## src/rtl/cell_flood_opener_if.sv

```systemverilog
// cell_flood_opener_if: request/response and cell-array port bundle for the flood opener.
// Revision: 1.0
`timescale 1ns/1ps
`default_nettype none

interface cell_flood_opener_if #(
  parameter int MAX_CELL_WIDTH  = 30,
  parameter int MAX_CELL_HEIGHT = 16
);
  localparam int CELL_X_WIDTH = $clog2(MAX_CELL_WIDTH);
  localparam int CELL_Y_WIDTH = $clog2(MAX_CELL_HEIGHT);
  localparam int CELL_COUNT   = MAX_CELL_WIDTH * MAX_CELL_HEIGHT;
  localparam int CNT_WIDTH    = $clog2(CELL_COUNT + 1);

  logic                    start_i;
  logic [CELL_X_WIDTH-1:0] seed_x_i;
  logic [CELL_Y_WIDTH-1:0] seed_y_i;
  logic [CELL_X_WIDTH-1:0] field_width_i;
  logic [CELL_Y_WIDTH-1:0] field_height_i;
  logic [CELL_X_WIDTH-1:0] rd_x_o;
  logic [CELL_Y_WIDTH-1:0] rd_y_o;
  logic [3:0]              rd_state_i;
  logic [1:0]              rd_vis_i;
  logic                    wr_en_o;
  logic [CELL_X_WIDTH-1:0] wr_x_o;
  logic [CELL_Y_WIDTH-1:0] wr_y_o;
  logic                    busy_o;
  logic                    done_o;
  logic                    mine_hit_o;
  logic [CNT_WIDTH-1:0]    opened_cnt_o;
  logic                    overflow_o;

  modport master (
    output start_i, seed_x_i, seed_y_i, field_width_i, field_height_i,
    output rd_state_i, rd_vis_i,
    input  rd_x_o, rd_y_o, wr_en_o, wr_x_o, wr_y_o,
    input  busy_o, done_o, mine_hit_o, opened_cnt_o, overflow_o
  );

  modport slave (
    input  start_i, seed_x_i, seed_y_i, field_width_i, field_height_i,
    input  rd_state_i, rd_vis_i,
    output rd_x_o, rd_y_o, wr_en_o, wr_x_o, wr_y_o,
    output busy_o, done_o, mine_hit_o, opened_cnt_o, overflow_o
  );
endinterface

`default_nettype wire

```

## src/rtl/cell_flood_opener.sv

```systemverilog
// cell_flood_opener: opens a seed cell and stack-floods empty regions of the minefield.
// Revision: 1.0
`timescale 1ns/1ps
`default_nettype none

module cell_flood_opener #(
  parameter int MAX_CELL_WIDTH  = 30,
  parameter int MAX_CELL_HEIGHT = 16
) (
  input  wire logic          clk,
  input  wire logic          rst,
  cell_flood_opener_if.slave bus
);
  localparam int CELL_X_WIDTH = $clog2(MAX_CELL_WIDTH);
  localparam int CELL_Y_WIDTH = $clog2(MAX_CELL_HEIGHT);
  localparam int CELL_COUNT   = MAX_CELL_WIDTH * MAX_CELL_HEIGHT;
  localparam int CNT_WIDTH    = $clog2(CELL_COUNT + 1);

  localparam logic [3:0] STATE_EMPTY = 4'd0;
  localparam logic [3:0] STATE_MINE  = 4'd10;
  localparam logic [1:0] VIS_CLOSE   = 2'd0;

  typedef enum logic [2:0] {
    IDLE       = 3'd0,
    CHECK_SEED = 3'd1,
    POP        = 3'd2,
    SCAN       = 3'd3,
    DONE       = 3'd4
  } state_t;

  state_t state, state_nx;

  logic [CELL_X_WIDTH-1:0] seed_x, cen_x, rd_x;
  logic [CELL_Y_WIDTH-1:0] seed_y, cen_y, rd_y;
  logic [2:0]              k;
  logic [CNT_WIDTH-1:0]    sp, sp_nx, opened_cnt;
  logic                    mine_flag, overflow;
  logic                    wr_en, push, set_mine, full;

  logic [CELL_X_WIDTH-1:0] stack_x [CELL_COUNT];
  logic [CELL_Y_WIDTH-1:0] stack_y [CELL_COUNT];

  logic [CELL_X_WIDTH:0]   nb_x;
  logic [CELL_Y_WIDTH:0]   nb_y;
  logic                    x_under, y_under, nb_valid;

  assign full = (sp == CNT_WIDTH'(CELL_COUNT));

  // Underflow is flagged from the centre coordinate before the subtraction happens.
  always_comb begin
    nb_x    = {1'b0, cen_x};
    nb_y    = {1'b0, cen_y};
    x_under = 1'b0;
    y_under = 1'b0;
    case (k)
      3'd0, 3'd3, 3'd5: begin
        x_under = (cen_x == '0);
        nb_x    = {1'b0, cen_x} - (CELL_X_WIDTH+1)'(1);
      end
      3'd2, 3'd4, 3'd7: nb_x = {1'b0, cen_x} + (CELL_X_WIDTH+1)'(1);
      default: ;
    endcase
    case (k)
      3'd0, 3'd1, 3'd2: begin
        y_under = (cen_y == '0);
        nb_y    = {1'b0, cen_y} - (CELL_Y_WIDTH+1)'(1);
      end
      3'd5, 3'd6, 3'd7: nb_y = {1'b0, cen_y} + (CELL_Y_WIDTH+1)'(1);
      default: ;
    endcase
    nb_valid = !x_under && !y_under &&
               (nb_x < {1'b0, bus.field_width_i}) &&
               (nb_y < {1'b0, bus.field_height_i});
  end

  always_ff @(posedge clk) begin
    if (!rst) state <= IDLE;
    else      state <= state_nx;
  end

  always_comb begin
    state_nx = state;
    rd_x     = seed_x;
    rd_y     = seed_y;
    wr_en    = 1'b0;
    push     = 1'b0;
    set_mine = 1'b0;
    sp_nx    = sp;
    case (state)
      IDLE: begin
        if (bus.start_i) state_nx = CHECK_SEED;
      end
      CHECK_SEED: begin
        state_nx = DONE;
        if (bus.rd_vis_i == VIS_CLOSE) begin
          wr_en = 1'b1;
          if (bus.rd_state_i == STATE_MINE) begin
            set_mine = 1'b1;
          end else if (bus.rd_state_i == STATE_EMPTY) begin
            push     = 1'b1;
            state_nx = POP;
          end
        end
      end
      POP: begin
        rd_x     = cen_x;
        rd_y     = cen_y;
        sp_nx    = sp - CNT_WIDTH'(1);
        state_nx = SCAN;
      end
      SCAN: begin
        rd_x = cen_x;
        rd_y = cen_y;
        if (nb_valid) begin
          rd_x = nb_x[CELL_X_WIDTH-1:0];
          rd_y = nb_y[CELL_Y_WIDTH-1:0];
          if (bus.rd_vis_i == VIS_CLOSE) begin
            wr_en = 1'b1;
            push  = (bus.rd_state_i == STATE_EMPTY);
          end
        end
      end
      DONE: begin
        state_nx = IDLE;
      end
      default: state_nx = IDLE;
    endcase
    // A push on a full stack is dropped; the cell is still opened.
    if (push && !full) sp_nx = sp + CNT_WIDTH'(1);
    if (state == SCAN && k == 3'd7) state_nx = (sp_nx != '0) ? POP : DONE;
  end

  always_ff @(posedge clk) begin
    if (!rst) begin
      seed_x     <= '0;
      seed_y     <= '0;
      cen_x      <= '0;
      cen_y      <= '0;
      k          <= '0;
      sp         <= '0;
      opened_cnt <= '0;
      mine_flag  <= 1'b0;
      overflow   <= 1'b0;
    end else begin
      sp <= sp_nx;
      if (state == IDLE && bus.start_i) begin
        seed_x     <= bus.seed_x_i;
        seed_y     <= bus.seed_y_i;
        opened_cnt <= '0;
        mine_flag  <= 1'b0;
      end
      if (wr_en)          opened_cnt <= opened_cnt + CNT_WIDTH'(1);
      if (set_mine)       mine_flag  <= 1'b1;
      if (push && full)   overflow   <= 1'b1;
      if (state == POP) begin
        cen_x <= stack_x[sp - CNT_WIDTH'(1)];
        cen_y <= stack_y[sp - CNT_WIDTH'(1)];
        k     <= '0;
      end else if (state == SCAN) begin
        k <= k + 3'd1;
      end
    end
  end

  always_ff @(posedge clk) begin
    if (push && !full) begin
      stack_x[sp] <= rd_x;
      stack_y[sp] <= rd_y;
    end
  end

  assign bus.rd_x_o       = rd_x;
  assign bus.rd_y_o       = rd_y;
  assign bus.wr_en_o      = wr_en;
  assign bus.wr_x_o       = rd_x;
  assign bus.wr_y_o       = rd_y;
  assign bus.busy_o       = (state != IDLE);
  assign bus.done_o       = (state == DONE);
  assign bus.mine_hit_o   = (state == DONE) && mine_flag;
  assign bus.opened_cnt_o = opened_cnt;
  assign bus.overflow_o   = overflow;

endmodule

`default_nettype wire

```

## src/flat_wrapper.sv

```systemverilog
// flat-port wrapper written by rule: the top's interface ports become plain ports
module cell_flood_opener_flat 
#(
  parameter int MAX_CELL_WIDTH  = 30,
  parameter int MAX_CELL_HEIGHT = 16
)
  (clk, rst, bus_start_i, bus_seed_x_i, bus_seed_y_i, bus_field_width_i, bus_field_height_i, bus_rd_state_i, bus_rd_vis_i, bus_rd_x_o, bus_rd_y_o, bus_wr_en_o, bus_wr_x_o, bus_wr_y_o, bus_busy_o, bus_done_o, bus_mine_hit_o, bus_opened_cnt_o, bus_overflow_o);
  cell_flood_opener_if #(.MAX_CELL_WIDTH(MAX_CELL_WIDTH), .MAX_CELL_HEIGHT(MAX_CELL_HEIGHT)) bus_i ();
  input  wire logic clk;
  input  wire logic rst;
  input wire logic [$bits(bus_i.start_i)-1:0] bus_start_i;
  input wire logic [$bits(bus_i.seed_x_i)-1:0] bus_seed_x_i;
  input wire logic [$bits(bus_i.seed_y_i)-1:0] bus_seed_y_i;
  input wire logic [$bits(bus_i.field_width_i)-1:0] bus_field_width_i;
  input wire logic [$bits(bus_i.field_height_i)-1:0] bus_field_height_i;
  input wire logic [$bits(bus_i.rd_state_i)-1:0] bus_rd_state_i;
  input wire logic [$bits(bus_i.rd_vis_i)-1:0] bus_rd_vis_i;
  output wire logic [$bits(bus_i.rd_x_o)-1:0] bus_rd_x_o;
  output wire logic [$bits(bus_i.rd_y_o)-1:0] bus_rd_y_o;
  output wire logic [$bits(bus_i.wr_en_o)-1:0] bus_wr_en_o;
  output wire logic [$bits(bus_i.wr_x_o)-1:0] bus_wr_x_o;
  output wire logic [$bits(bus_i.wr_y_o)-1:0] bus_wr_y_o;
  output wire logic [$bits(bus_i.busy_o)-1:0] bus_busy_o;
  output wire logic [$bits(bus_i.done_o)-1:0] bus_done_o;
  output wire logic [$bits(bus_i.mine_hit_o)-1:0] bus_mine_hit_o;
  output wire logic [$bits(bus_i.opened_cnt_o)-1:0] bus_opened_cnt_o;
  output wire logic [$bits(bus_i.overflow_o)-1:0] bus_overflow_o;
  assign bus_i.start_i = bus_start_i;
  assign bus_i.seed_x_i = bus_seed_x_i;
  assign bus_i.seed_y_i = bus_seed_y_i;
  assign bus_i.field_width_i = bus_field_width_i;
  assign bus_i.field_height_i = bus_field_height_i;
  assign bus_i.rd_state_i = bus_rd_state_i;
  assign bus_i.rd_vis_i = bus_rd_vis_i;
  assign bus_rd_x_o = bus_i.rd_x_o;
  assign bus_rd_y_o = bus_i.rd_y_o;
  assign bus_wr_en_o = bus_i.wr_en_o;
  assign bus_wr_x_o = bus_i.wr_x_o;
  assign bus_wr_y_o = bus_i.wr_y_o;
  assign bus_busy_o = bus_i.busy_o;
  assign bus_done_o = bus_i.done_o;
  assign bus_mine_hit_o = bus_i.mine_hit_o;
  assign bus_opened_cnt_o = bus_i.opened_cnt_o;
  assign bus_overflow_o = bus_i.overflow_o;
  cell_flood_opener #(.MAX_CELL_WIDTH(MAX_CELL_WIDTH), .MAX_CELL_HEIGHT(MAX_CELL_HEIGHT)) u_core (.clk(clk), .rst(rst), .bus(bus_i));
endmodule
```

## config.mk

```make
export PLATFORM = sky130hd
export DESIGN_NAME = cell_flood_opener_flat
export DESIGN_NICKNAME = d
export VERILOG_FILES = /design/src/rtl/cell_flood_opener_if.sv /design/src/rtl/cell_flood_opener.sv /design/src/flat_wrapper.sv
export SDC_FILE = /design/constraint.sdc
export NUM_CORES = 2
export LEC_CHECK = 0
export BUFFER_PORTS_ARGS = -buffer_cell sky130_fd_sc_hd__buf_2
export CAP_MARGIN = 0
export CELL_PAD_IN_SITES_DETAIL_PLACEMENT = 1
export CELL_PAD_IN_SITES_GLOBAL_PLACEMENT = 1
export CORE_AREA = 8 8 698 425
export DETAILED_ROUTE_END_ITERATION = 6
export DIE_AREA = 0 0 706 433
export GPL_TIMING_DRIVEN = 1
export HOLD_SLACK_MARGIN = 0.05
export PLACE_DENSITY_LB_ADDON = 0.1
export SYNTH_ARGS = -nofsm -noshare
export SYNTH_HDL_FRONTEND = slang
export SYNTH_MEMORY_MAX_BITS = 65536
export SYNTH_SLANG_ARGS = --single-unit
```

## constraint.sdc

```tcl
create_clock -name clk -period 71 [get_ports clk]
set_clock_uncertainty 0.2 [all_clocks]
set_input_delay 3.55 -clock clk [delete_from_list [all_inputs] [get_ports clk]]
set_output_delay 3.55 -clock clk [all_outputs]
set_load 0.02 [all_outputs]
```

# After elaboration in Yosys (flattened, before gate mapping)
# Memory sizes are Yosys's and may differ from the RTL's. A register that Yosys moved wholly into a read port is not among the register bits.
# Index checks and enable logic that the tools add are counted.
# op_classes
n_reduce_logical	29
n_bitwise	1
addsub	8
magnitude_cmp	2
n_eq_ne	15
mux	35
# op_table
op	n
$mux W9	4
$pmux W5 S2	2
$add A9 B1 Y9 const B	2
$mux W3	6
$mux W1	16
$eq A3 B3 Y1 const B	5
$eq A3 B2 Y1 const B	4
$pmux W3 S4	1
$pmux W6 S2	1
$reduce_or A3 Y1	4
$eq A9 B9 Y1 const B	1
$reduce_bool A9 Y1	1
$sub A9 B1 Y9 const B	1
$logic_and A1 B1 Y1	8
$logic_not A4 Y1	2
$pmux W4 S2	1
$add A5 B1 Y6 const B	1
$eq A3 B1 Y1 const B	2
$logic_not A3 Y1	2
$lt A6 B5 Y1	1
$sub A5 B1 Y6 const B	1
$add A4 B1 Y5 const B	1
$logic_not A1 Y1	5
$logic_not A5 Y1	1
15 further kinds	17
# word_totals
inputBits	27
elab_cells	100
register_bits	35
n_memories	2
out_inout_bits	32
mem_bits_rw	4320
# memory_table
name	words	word_bits	rd	rd_clocked_by_memory_dff	wr	line	source
u_core.stack_x	480	5	1	1	1	cell_flood_opener.sv:40	logic [CELL_X_WIDTH-1:0] stack_x [CELL_COUNT];
u_core.stack_y	480	4	1	1	1	cell_flood_opener.sv:41	logic [CELL_Y_WIDTH-1:0] stack_y [CELL_COUNT];

# Longest topological paths before layout
# depth
depth_word	14
ltp_mapped	22
depth_no_buf	20

# Worst setup path before layout
# No wires, ideal clock.
# synth_path
path_type	input -> output
startpoint	in bus_field_height_i[2]
endpoint	out bus_wr_x_o[2]
required_ns	67.250
t_arrival_ns	26.528
path_slack_ns	40.722
stages	12
n_path_buf	1
cell_sequence	inv_1 -> ha_1 -> a21o_1 -> a211oi_1 -> o31ai_1 -> a2111oi_4 -> nand2_1 -> nor2_1 -> nand2_1 -> xor2_1 -> o21ai_0 -> buf_4
# synth_via
elab_chain_cells	4
# synth_rtl
item	line	source
from (decl)	flat_wrapper.sv:15	input wire logic [$bits(bus_i.field_height_i)-1:0] bus_field_height_i;
$lt A5 B4 Y1	cell_flood_opener.sv:73	(nb_y < {1'b0, bus.field_height_i});
$logic_and A1 B1 Y1	cell_flood_opener.sv:72	(nb_x < {1'b0, bus.field_width_i}) &&
$mux W5	cell_flood_opener.sv:114	if (nb_valid) begin
$pmux W5 S2	cell_flood_opener.sv:89	case (state)
to (decl)	flat_wrapper.sv:21	output wire logic [$bits(bus_i.wr_x_o)-1:0] bus_wr_x_o;
# Every way passes these cells.

# Worst setup path after layout
# layout_path
startpoint	in bus_field_height_i[2]
endpoint	out bus_rd_x_o[3]
# layout_via
elab_chain_cells	4
# layout_rtl
item	line	source
$lt A5 B4 Y1	cell_flood_opener.sv:73	
$logic_and A1 B1 Y1	cell_flood_opener.sv:72	
$mux W5	cell_flood_opener.sv:114	
$pmux W5 S2	cell_flood_opener.sv:89	
to (decl)	flat_wrapper.sv:18	output wire logic [$bits(bus_i.rd_x_o)-1:0] bus_rd_x_o;
# Every way passes these cells.

==> results.sh <==
export IMPL_ff2ff_path_depth=20
export IMPL_tritoncts="yes"
export IMPL_synth_cells=8506
export IMPL_crit_fanout=81
export IMPL_die_h_um=433
export IMPL_grt_max_degree=201
export IMPL_num_fill_cells=22700
export IMPL_pwr_share_comb_pct=4.9
export IMPL_ys_ff_latch=4364
export IMPL_grt_pass1_wl_mm=671
export IMPL_holdPathStages=2
export IMPL_core_area_um2=287000
export IMPL_synth_seq_area_share_pct=76.5
export IMPL_cp_required_ns=67.25
export IMPL_track_usage_pct=30.5
export IMPL_synth_area_leaders="edfxtp_1, mux4_2, nand2_1"
export IMPL_synthArstFlopShare_pct=0
export IMPL_fp_dieW_um=706
export IMPL_clkSinkCount=4364
export IMPL_maxSlewViolCount=11
export IMPL_clockBufferDepth=4
export IMPL_wirelength_mm=471
export IMPL_ys_flop_type="edfxtp_1"
export IMPL_buffer_ports_inserted=58
export IMPL_root_buffer="clkbuf_16"
export IMPL_cp_end_kind="output pin"
export IMPL_initial_utilization_pct=59.5
export IMPL_hpwl_mm=278
export IMPL_ys_warn_count=0
export IMPL_drt_first_pass_iters=5
export IMPL_syn_nets=8553
export IMPL_num_vias=88500
export IMPL_rows=153
export IMPL_peakVddDrop_mv=0.0247
export IMPL_grt_pass1_vias=89400
export IMPL_final_common_cell="edfxtp_1"
export IMPL_ant_nets=0
export IMPL_synth_top_area_cell="edfxtp_1"
export IMPL_cts_buffers=385
export IMPL_period_needed_ns=12.22
export IMPL_clock_power_share_pct=41.0
export IMPL_p_switching_w=0.00115
export IMPL_ios=59
export IMPL_drive_gt1_share_pct=22.1
export IMPL_final_hold_viol_count=0
export IMPL_p_int_w=0.00409
export IMPL_cts_hold_buffers=0
export IMPL_start_kind="input pin"
export IMPL_stdcell_count=12700
export IMPL_setup_slack_ns=58.78
export IMPL_drc=0
export IMPL_post_route_period_util_pct=17.2
export IMPL_place_ws_ns=58.82
export IMPL_switching_share_pct=22.0
export IMPL_max_freq_ghz=0.0819
export IMPL_place_congestion=0.856
export IMPL_wire_per_inst_um=37.2
export IMPL_htreeDepth=5
export IMPL_via_per_inst=6.98
export IMPL_sequentialPowerShare_pct=54.1
export IMPL_yosys_area_top_type_share_pct=76.0
export IMPL_setup_viol=0
export IMPL_status="finished, violations left"
export IMPL_placed_cells_incl_taps=12000
export IMPL_violations="max-capacitance violations, max-slew violations"
export IMPL_antenna_found_initial=17
export IMPL_synth_cell_type_count=80
export IMPL_slew_headroom_pct=-0.647
export IMPL_drtIter0Drc=12600
export IMPL_area_growth_pct=10.3
export IMPL_fin_total_pwr_w=0.00525
export IMPL_synth_edff_count=4320
export IMPL_dieArea_um2=306000
export IMPL_rsz0062_at_grt="no"
export IMPL_fin_nets=8610
export IMPL_clk_pin_slew_ns=0.06
export IMPL_cp_arrival_ns=8.47
export IMPL_postCtsSetupRepairBufs=0
export IMPL_netlist_area_um2=171000
export IMPL_cts_resized=0
export IMPL_worstMarginPinSlew_ns=1.50
export IMPL_crit_type="in -> out"
export IMPL_drv_cap=1
export IMPL_p_leak_nw=57.9
export IMPL_clkLatencyLatePin_ns=0.96
export IMPL_hold_class="reg -> reg"
export IMPL_fin_tns_setup_ns=0
export IMPL_finish_instance_area_um2=188000
export IMPL_powerDensity_nw_per_um2=27.9
export IMPL_placed_area_um2=176000
export IMPL_syn_mean_instance_area_um2=20.1
export IMPL_most_common_layout_cells="edfxtp_1, mux4_2, nand2_1"
export IMPL_grt_overflow=0
-- cell type report --
cell class | count | area (um^2) | share of cell area (%)
Inverter | 18 | 72.6 | 0.0385
Sequential cell | 4364 | 131000 | 69.4
Antenna cell | 5 | 12.5 | 0.00665
Multi-Input combinational cell | 3560 | 38200 | 20.3
Clock buffer | 458 | 10100 | 5.38
Timing Repair Buffer | 234 | 1990 | 1.06
Clock inverter | 237 | 2530 | 1.35
Tap cell | 3797 | 4750 | 2.52
-- cells by family after synthesis --
logic type,after synthesis,share of synthesized area (%)
flip-flops,4364,76.5
AND/OR/NAND/NOR,1610,3.99
multiplexers,1156,14.9
AO/OA/AOI/OAI,744,2.94
buffers and inverters,582,1.36
XOR/XNOR,30,0.154
adder cells (fa/ha/maj),20,0.147
-- worst max-delay path, stage by stage --
cell	delay, ns
buf_2	0.09
inv_1	0.05
ha_1	0.31
a21o_1	0.18
a211oi_1	0.27
o31ai_1	0.15
a2111oi_4	0.57
nand2_1	0.20
nor2_1	0.45
nand2_1	0.14
xor2_1	0.18
o21ai_4	0.89
buf_4	0.58
buf_12	0.35
buf_2	0.27
-- power by group through the flow --
stage | registers (W) | clock network [W] | logic [W]
2_1_floorplan | 0.00296 | 0 | 0.000123
3_5_place_dp | 0.00289 | 0 | 0.000251
6_report | 0.00284 | 0.00215 | 0.000256
5_1_grt | 0.00284 | 0.00225 | 0.000264
4_1_cts | 0.00284 | 0.00217 | 0.000252
3_3_place_gp | 0.00289 | 0 | 0.000242
-- state kept, by name, summed over array words and instances, names as in the netlist --
signal and flops:
u_core.stack_x 2400, u_core.stack_y 1920, u_core.bus.opened_cnt_o 9, u_core.sp 9
u_core.cen_x 5, u_core.seed_x 5, u_core.cen_y 4, u_core.seed_y 4
u_core.k 3, u_core.state 3, u_core.bus.overflow_o 1, u_core.mine_flag 1
-- synthesized netlist by cell type, types with 4 or more instances --
| cell type | instances |
|---|---|
| edfxtp_1 | 4320 |
| mux4_2 | 1110 |
| nand2_1 | 764 |
| nor2_1 | 533 |
| clkbuf_1 | 397 |
| a211oi_1 | 216 |
| a21oi_1 | 184 |
| and2_1 | 172 |
| a31oi_1 | 138 |
| buf_1 | 84 |
| buf_2 | 72 |
| dfxtp_1 | 44 |
| mux2i_1 | 40 |
| o22ai_1 | 38 |
| nor3_1 | 37 |
| a221oi_1 | 22 |
| nand3_1 | 22 |
| ha_1 | 20 |
| o21ai_0 | 20 |
| nand4_1 | 19 |
| o31ai_1 | 19 |
| xnor2_1 | 17 |
| inv_1 | 16 |
| a221o_1 | 14 |
| a22o_1 | 14 |
| o32ai_1 | 14 |
| xor2_1 | 13 |
| and3_1 | 11 |
| buf_4 | 10 |
| o311ai_0 | 9 |
| nand3b_1 | 8 |
| a22oi_1 | 7 |
| a311oi_1 | 7 |
| o21ai_1 | 7 |
| mux2_2 | 6 |
| nand2b_1 | 5 |
| nor2b_1 | 5 |
| nor3b_1 | 5 |
| or4_1 | 5 |
| nor4_1 | 4 |
-- per-stage QoR --
step | utilization, % | hold slack (ns)
3_5_place_dp | 61.2 | 0.256
6_report | 65.6 | 0.266
3_3_place_gp | 61.2 | 0.239
4_1_cts | 65.6 | 0.266
5_1_grt | 65.6 | 0.283
2_1_floorplan | - | 0.227
-- metal layers --
| metal | GRT usage [%] | part of all wire (%) | up-vias |
|---|---|---|---|
| met5 | 0 | 0.029 | - |
| met4 | 8.31 | 2.9 | 14 |
| met3 | 7.17 | 11 | 730 |
| met2 | 44.6 | 45 | 5272 |
| met1 | 46.9 | 41 | 47600 |
| li1 | - | - | 34900 |
-- path summary, 6_finish.rpt --
check	startpoint	endpoint	slack, ns
hold reg to reg	u_core.seed_x[0]	u_core.seed_x[0]	0.27
hold / removal	u_core.seed_x[0]	u_core.seed_x[0]	0.27
setup / recovery	bus_field_height_i[2]	bus_rd_x_o[3]	58.78
setup reg to reg	u_core.k[0]	u_core.stack_x[270][3]	62.42
Power figures use the tool's default switching activity.
